==> src/rtl/bp_cce_ucode_ctrl.sv <==
// Arbiter for the CCE microcode RAM programming port: single-word config
// reads/writes and a streaming bulk loader, both locked out in normal mode.
module bp_cce_ucode_ctrl #(
  parameter int cce_pc_width_p    = 8,
  parameter int cce_instr_width_p = 48
) (
  input  logic                         clk_i,
  input  logic                         reset_i,
  input  logic                         mode_normal_i,
  input  logic                         cfg_v_i,
  input  logic                         cfg_w_i,
  input  logic [cce_pc_width_p-1:0]    cfg_addr_i,
  input  logic [cce_instr_width_p-1:0] cfg_data_i,
  output logic                         cfg_ready_o,
  output logic                         cfg_v_o,
  output logic [cce_instr_width_p-1:0] cfg_data_o,
  input  logic                         cfg_yumi_i,
  input  logic                         load_start_i,
  input  logic [cce_pc_width_p-1:0]    load_base_i,
  input  logic [cce_pc_width_p:0]      load_count_i,
  input  logic                         load_v_i,
  input  logic [cce_instr_width_p-1:0] load_data_i,
  output logic                         load_ready_o,
  output logic                         load_done_o,
  output logic                         busy_o,
  output logic                         ucode_v_o,
  output logic                         ucode_w_o,
  output logic [cce_pc_width_p-1:0]    ucode_addr_o,
  output logic [cce_instr_width_p-1:0] ucode_data_o,
  input  logic [cce_instr_width_p-1:0] ucode_data_i
);

  typedef enum logic [2:0] {IDLE, BULK, RD_WAIT, RD_RESP, DONE} state_e;

  state_e                         state_q, state_d;
  logic [cce_pc_width_p-1:0]      addr_q, addr_d;
  logic [cce_pc_width_p:0]        rem_q, rem_d;
  logic [cce_instr_width_p-1:0]   data_q, data_d;

  always_ff @(posedge clk_i or posedge reset_i) begin
    if (reset_i) begin
      state_q <= IDLE;
      addr_q  <= '0;
      rem_q   <= '0;
      data_q  <= '0;
    end else begin
      state_q <= state_d;
      addr_q  <= addr_d;
      rem_q   <= rem_d;
      data_q  <= data_d;
    end
  end

  always_comb begin
    state_d      = state_q;
    addr_d       = addr_q;
    rem_d        = rem_q;
    data_d       = data_q;
    cfg_ready_o  = 1'b0;
    cfg_v_o      = 1'b0;
    load_ready_o = 1'b0;
    load_done_o  = 1'b0;
    ucode_v_o    = 1'b0;
    ucode_w_o    = 1'b0;
    ucode_addr_o = addr_q;
    ucode_data_o = load_data_i;

    case (state_q)
      IDLE: begin
        // bulk start outranks a config request arriving in the same cycle
        if (load_start_i && !mode_normal_i) begin
          addr_d  = load_base_i;
          rem_d   = load_count_i;
          state_d = (load_count_i != '0) ? BULK : DONE;
        end else begin
          cfg_ready_o = !mode_normal_i && !load_start_i;
          if (cfg_v_i && cfg_ready_o) begin
            ucode_v_o    = 1'b1;
            ucode_w_o    = cfg_w_i;
            ucode_addr_o = cfg_addr_i;
            ucode_data_o = cfg_data_i;
            if (!cfg_w_i) state_d = RD_WAIT;
          end
        end
      end
      BULK: begin
        load_ready_o = 1'b1;
        if (load_v_i) begin
          ucode_v_o = 1'b1;
          ucode_w_o = 1'b1;
          addr_d    = addr_q + 1'b1;
          rem_d     = rem_q - 1'b1;
          if (rem_q == (cce_pc_width_p+1)'(1)) state_d = DONE;
        end
      end
      RD_WAIT: begin
        data_d  = ucode_data_i;
        state_d = RD_RESP;
      end
      RD_RESP: begin
        cfg_v_o = 1'b1;
        if (cfg_yumi_i) state_d = IDLE;
      end
      DONE: begin
        load_done_o = 1'b1;
        state_d     = IDLE;
      end
      default: state_d = IDLE;
    endcase

    // handshakes must fall with reset itself, not at the next edge
    if (reset_i) begin
      cfg_ready_o  = 1'b0;
      cfg_v_o      = 1'b0;
      load_ready_o = 1'b0;
      load_done_o  = 1'b0;
      ucode_v_o    = 1'b0;
      ucode_w_o    = 1'b0;
    end
  end

  assign cfg_data_o = data_q;
  assign busy_o     = (state_q != IDLE);

endmodule
==> config.mk <==
export PLATFORM = sky130hd
export DESIGN_NAME = bp_cce_ucode_ctrl
export DESIGN_NICKNAME = d
export VERILOG_FILES = /design/src/rtl/bp_cce_ucode_ctrl.sv
export SDC_FILE = /design/constraint.sdc
export NUM_CORES = 1
export LEC_CHECK = 0
export ABC_CLOCK_PERIOD_IN_PS = 8440
export CAP_MARGIN = 5
export CORE_AREA = 2 2 110 112
export DETAILED_ROUTE_END_ITERATION = 10
export DIE_AREA = 0 0 112 114
export GPL_TIMING_DRIVEN = 0
export PLACE_DENSITY = 0.78
export SLEW_MARGIN = 5
export SYNTH_ARGS = -nofsm -noshare
export SYNTH_HDL_FRONTEND = slang
export SYNTH_SLANG_ARGS = --single-unit
==> constraint.sdc <==
create_clock -name clk_i -period 8.44 [get_ports clk_i]
set_clock_uncertainty 0.15 [all_clocks]
set_input_delay 1.688 -clock clk_i [delete_from_list [all_inputs] [get_ports clk_i]]
set_output_delay 1.688 -clock clk_i [all_outputs]
set_load 0.03 [all_outputs]
==> out/results.tsv, run 1 <==
metric	value	unit
Worst path max stage delay	0.64	ns
WS Path Type	input port to primary output	
Top Layer Used	met4	
max-slew violation count	0	
Syn Area/Cell	11.6	µm²
worst slew pin tran	0.842	ns
Ys Warns	0	
WHS Endpoint	rem_q[8]	
crit path cell chain	clkdlybuf4s50_1 > nor2_1 > nand3_1 > buf_2 > buf_2 > mux2_1 > clkdlybuf4s50_1	
register clock-pin slew on the reported worst setup and hold paths	0.06	ns
setup TNS	0	ns
reg2reg end	cfg_data_o[33]	
vias in the first global route	3975	
Die W	112	µm
Synth Register Bits	68	
vias per inst	4.87	
Cell Area, Synth	3740	µm²
Resized Gates After CTS	0	
antenna cells	0	
Routed WL per cell	18.4	µm
fraction of registers with async set/reset	1.00	
Post-Syn Instances	323	
routed vias	3762	
Nets	801	
share of cells above drive strength 1	0.181	
EDFF count, synth	0	
DR WL met3	1500	µm
RSZ-0062 raised after global routing	false	
arrival time at the worst endpoint	4.09	ns
Detailed Route WL	14200	µm
commonest non-fill, non-tap cells in the layout	clkdlybuf4s50_1, mux2_2, dfrtp_1, mux2_1, buf_2	
crit path capture type	primary output	
Synth-to-Final Area Change	90.2	%
top_reg_cell synth	dfrtp_1	
Core Area	11700	µm²
met2 wire len	6850	µm
flop-to-flop setup slack	6.15	ns
Worst Min Path Start	rem_q[8]	
fin crit period	5.93	ns
Clock Sinks	68	
fin cells	772	
maximum VDD drop	236	µV
final hold vios	0	
Clock Tree Root	clkbuf_16	
DIE AREA	12800	µm²
Worst setup SP type	input port	
R2R Path Start	state_q[0]	
boundary pin count	288	
critical path peak fanout	10	
DP HPWL	11400	µm
initial core utilization	0.320	
WL met1	5750	µm
max cap viols	0	
Critical Path RT	6.60	ns
P_leak	0.00286	µW
Die Y	114	µm
port bufs	287	
commonest non-fill, non-tap cell in the layout	clkdlybuf4s50_1	
row count	40	
Setup Fix Bufs, Post-CTS	0	
count of final setup violators	0	
Post-Place Cells	757	
grt ovf	0	
initial antenna violation count	0	
first-pass GRT wire length	21600	µm
CP max-delay cell	clkdlybuf4s50_1	
starting DRC count in detailed routing	169	
R2R cell count	5	
final cycle utilization of the critical path	0.703	
gr usage total	0.215	
register area	1700	µm²
1st-pass router iterations	4	
gpl congestion	0.884	
CTS Hold Buffers Added	0	
syn nets	503	
remaining antenna violation count after routing	0	
Multi-input gate area	1910	µm²
number of CTS-inserted buffers	9	
sequential cell area fraction in the yosys report	0.455	
largest net degree at the start of global routing	70	
Worst Hold Class	register to register	
CTS tree	built	
hold depth	1	
fmax	0.169	GHz
outcome	completed	
worst skew pair latency	0.32	ns
Filler Cells Inserted	963	
CTS Buffer Depth	2	
Cell variety after synth	44	
DRC errors left	0	
relative slew slack	0.439	
H-tree levels	3	
power per cell area	315	nW/µm²
## registers in the layout, indices dropped and copies added (netlist names)
signal	cells
addr_q	8
cfg_data_o	48
rem_q	9
state_q	3
## power by group
part | internal, µW | switching, µW
Sequential | 486 | 104
Combinational | 584 | 667
Clock | 257 | 141
## layout make-up
| cell class | instances | share of cell area |
|---|---|---|
| repair buffers | 287 | 0.404 |
| multi-input cells | 228 | 0.268 |
| flip-flops and latches | 68 | 0.239 |
| well taps | 147 | 0.0258 |
| plain buffers | 22 | 0.0156 |
| inverters | 5 | 0.00299 |
| clock inverters | 6 | 0.0127 |
| clock buffers | 9 | 0.0316 |
## how the worst max path moves through the flow
stage,slack (ns),startpoint,cells after the start,end
floorplan,2.96,reset_i,2,cfg_ready_o
global placement,1.29,reset_i,4,cfg_ready_o
detailed placement,2.51,load_start_i,7,ucode_data_o[42]
CTS,2.48,load_start_i,7,ucode_data_o[42]
global route,2.30,load_start_i,7,ucode_data_o[42]
finish,2.51,load_start_i,7,ucode_data_o[42]
## logic make-up after synthesis
kind of cell,share of synthesized area
AO/OA/AOI/OAI,0.0933
adder cells (fa/ha/maj),0.0100
buffers and inverters,0.0348
flip-flops,0.455
multiplexers,0.313
AND/OR/NAND/NOR,0.0943
## cell usage after synthesis (all sizes together) (5+ instances only)
master,number,share of area
mux2,104,0.31
dfrtp,68,0.45
buf,18,0.026
nor2,17,0.018
o21ai,17,0.023
a21oi,14,0.019
nand3,13,0.017
nand2,12,0.012
inv,5,0.0050
## worst max-delay path, delay by kind of cell
| kind | cells | cell delay [ns] |
|---|---|---|
| buf+inv | 4 | 1.56 |
| mux | 1 | 0.37 |
| simple gates | 2 | 0.47 |
## metrics by stage
stage                     setup WS [ns]   util  instance area (µm²)  total power (µW)  hold WS, ns
after floorplan                    2.96      -                 3740              1310        0.307
after global placement             1.29  0.581                 6800              1820        0.330
after detailed placement           2.51  0.581                 6800              1850        0.338
after CTS                          2.48  0.608                 7120              2260        0.347
after global routing               2.30  0.608                 7120              2360        0.373
final                              2.51  0.608                 7120              2240        0.348
## metal layers
metal  track usage  vias up
met4        0.0455        0
met3        0.0903       12
met5             0        -
li1              -     1788
met1         0.267     1769
met2         0.355      193
(Power assumes the default switching activity.)
==> run 2, diff against run 1 <==
==> config.mk (replaced) <==
export PLATFORM = sky130hd
export DESIGN_NAME = bp_cce_ucode_ctrl
export DESIGN_NICKNAME = d
export VERILOG_FILES = /design/src/rtl/bp_cce_ucode_ctrl.sv
export SDC_FILE = /design/constraint.sdc
export NUM_CORES = 1
export LEC_CHECK = 0
export ABC_CLOCK_PERIOD_IN_PS = 5500
export CAP_MARGIN = 5
export CORE_AREA = 2 2 112 114
export DETAILED_ROUTE_END_ITERATION = 10
export DIE_AREA = 0 0 114 116
export GPL_TIMING_DRIVEN = 0
export PLACE_DENSITY = 0.76
export SLEW_MARGIN = 5
export SYNTH_ARGS = -nofsm -noshare
export SYNTH_HDL_FRONTEND = slang
export SYNTH_SLANG_ARGS = --single-unit
==> constraint.sdc (replaced) <==
create_clock -name clk_i -period 5.5 [get_ports clk_i]
set_clock_uncertainty 0.15 [all_clocks]
set_input_delay 1.1 -clock clk_i [delete_from_list [all_inputs] [get_ports clk_i]]
set_output_delay 1.1 -clock clk_i [all_outputs]
set_load 0.03 [all_outputs]
==> out/results.tsv, run 2 (synthesis gave the netlist of run 1 again) <==
metric	value	unit	change
worst skew pair latency	0.32	ns	about the same
Core Area	11900	µm²	+1.7%
CTS tree	built		
CTS Hold Buffers Added	0		unchanged
gr usage total	0.204		-0.0112
Die Y	116	µm	+1.8%
relative slew slack	0.437		-0.00182
commonest non-fill, non-tap cells in the layout	clkdlybuf4s50_1, mux2_2, dfrtp_1, mux2_1, buf_2		
antenna cells	0		unchanged
register clock-pin slew on the reported worst setup and hold paths	0.06	ns	about the same
reg2reg end	cfg_data_o[41]		
Worst setup SP type	input port		
max-slew violation count	0		unchanged
Clock Tree Root	clkbuf_16		
CTS Buffer Depth	2		unchanged
initial core utilization	0.314		-0.00537
Nets	801		unchanged
crit path capture type	primary output		
RSZ-0062 raised after global routing	false		
port bufs	287		unchanged
count of final setup violators	0		unchanged
Resized Gates After CTS	0		unchanged
maximum VDD drop	255	µV	+7.9%
WHS Endpoint	rem_q[8]		
crit path cell chain	clkdlybuf4s50_1 > nor2_1 > nand3_1 > buf_2 > buf_2 > mux2_1 > clkdlybuf4s50_1		
largest net degree at the start of global routing	70		unchanged
initial antenna violation count	0		unchanged
number of flip-flops in the largest register	48		unchanged
DIE AREA	13200	µm²	+3.6%
setup TNS	0	ns	unchanged
boundary pin count	288		unchanged
final hold vios	0		unchanged
share of cells above drive strength 1	0.182		+0.00131
flop-to-flop setup slack	3.29	ns	-2.86 ns
met2 wire len	6810	µm	-0.47%
WL met1	5630	µm	-2.1%
fmax	0.211	GHz	
Detailed Route WL	14200	µm	-0.18%
routed vias	3744		-0.48%
Worst path max stage delay	0.68	ns	+0.04 ns
Clock Sinks	68		unchanged
R2R Path Start	state_q[0]		
Critical Path RT	4.25	ns	-2.35 ns
final cycle utilization of the critical path	0.861		
WS Path Type	input port to primary output		
Routed WL per cell	18.4	µm	-0.30%
Worst Min Path Start	rem_q[8]		
Setup Fix Bufs, Post-CTS	0		unchanged
R2R cell count	5		unchanged
worst slew pin tran	0.844	ns	+0.00272 ns
first-pass GRT wire length	20700	µm	-4.2%
setup slack after layout	0.762	ns	-1.75 ns
1st-pass router iterations	4		unchanged
DP HPWL	11600	µm	+1.0%
row count	40		unchanged
vias per inst	4.84		-0.61%
critical path peak fanout	10		unchanged
final instance area	7080	µm²	-0.56%
max cap viols	0		unchanged
vias in the first global route	3838		-3.4%
gpl congestion	0.842		-4.7%
starting DRC count in detailed routing	158		-6.5%
Top Layer Used	met4		
fin crit period	4.74	ns	
Post-Place Cell Area	6800	µm²	unchanged
grt ovf	0		unchanged
worst hold slack	0.346	ns	-0.00205 ns
Synth-to-Final Area Change	89.1	%	
Post-Route Utilization	0.594		-0.0136
H-tree levels	3		unchanged
hold depth	1		unchanged
CP max-delay cell	clkdlybuf4s50_1		
number of CTS-inserted buffers	9		unchanged
power per cell area	472	nW/µm²	+50%
DRC errors left	0		unchanged
remaining antenna violation count after routing	0		unchanged
DR WL met3	1610	µm	+7.7%
commonest non-fill, non-tap cell in the layout	clkdlybuf4s50_1		
outcome	completed		
P_leak	0.00284	µW	-0.81%
Die W	114	µm	+1.8%
arrival time at the worst endpoint	3.49	ns	-0.60 ns
Place WS	0.753	ns	-1.76 ns
Worst Hold Class	register to register		
## run 2: through the flow
| stage | power [µW] | instances |
|---|---|---|
| 2_1_floorplan | 2010 | 323 |
| 3_3_place_gp | 2780 | 757 |
| 3_5_place_dp | 2830 | 757 |
| 4_1_cts | 3370 | 773 |
| 5_1_grt | 3520 | 773 |
| 6_report | 3340 | 773 |
## run 2: area by class of cell
class / count / area, µm²
Fill cell: 1056 / 4830
Timing Repair Buffer: 287 / 2870
Multi-Input combinational cell: 228 / 1910
Sequential cell: 68 / 1700
Clock buffer: 9 / 225
Tap cell: 147 / 184
Buffer: 22 / 111
Clock inverter: 7 / 50.0
Inverter: 5 / 21.3
## run 2: report_power, final
group / total (µW) / switching (µW) / internal (µW)
Combinational: 1920 / 1020 / 895
Sequential: 904 / 158 / 746
Clock: 519 / 213 / 306
## run 2: worst max-delay path by stage
stage / startpoint / endpoint / slack (ns)
after floorplan: reset_i / cfg_ready_o / 1.19
after global placement: reset_i / cfg_ready_o / -0.50
after detailed placement: mode_normal_i / ucode_data_o[42] / 0.75
after CTS: mode_normal_i / ucode_data_o[42] / 0.74
after global routing: mode_normal_i / ucode_data_o[42] / 0.65
final: mode_normal_i / ucode_data_o[41] / 0.76
## run 2: per-layer routing
metal  vias to the layer above  GRT usage
met3                        10     0.0962
li1                       1782          -
met5                         -          0
met2                       164      0.325
met1                      1788      0.250
met4                         0     0.0561
## run 2: critical path: cells and delay by family
family                 cells  cell delay, ns
muxes                      1            0.37
buffers and inverters      4            1.76
and+or+nand+nor            2            0.26
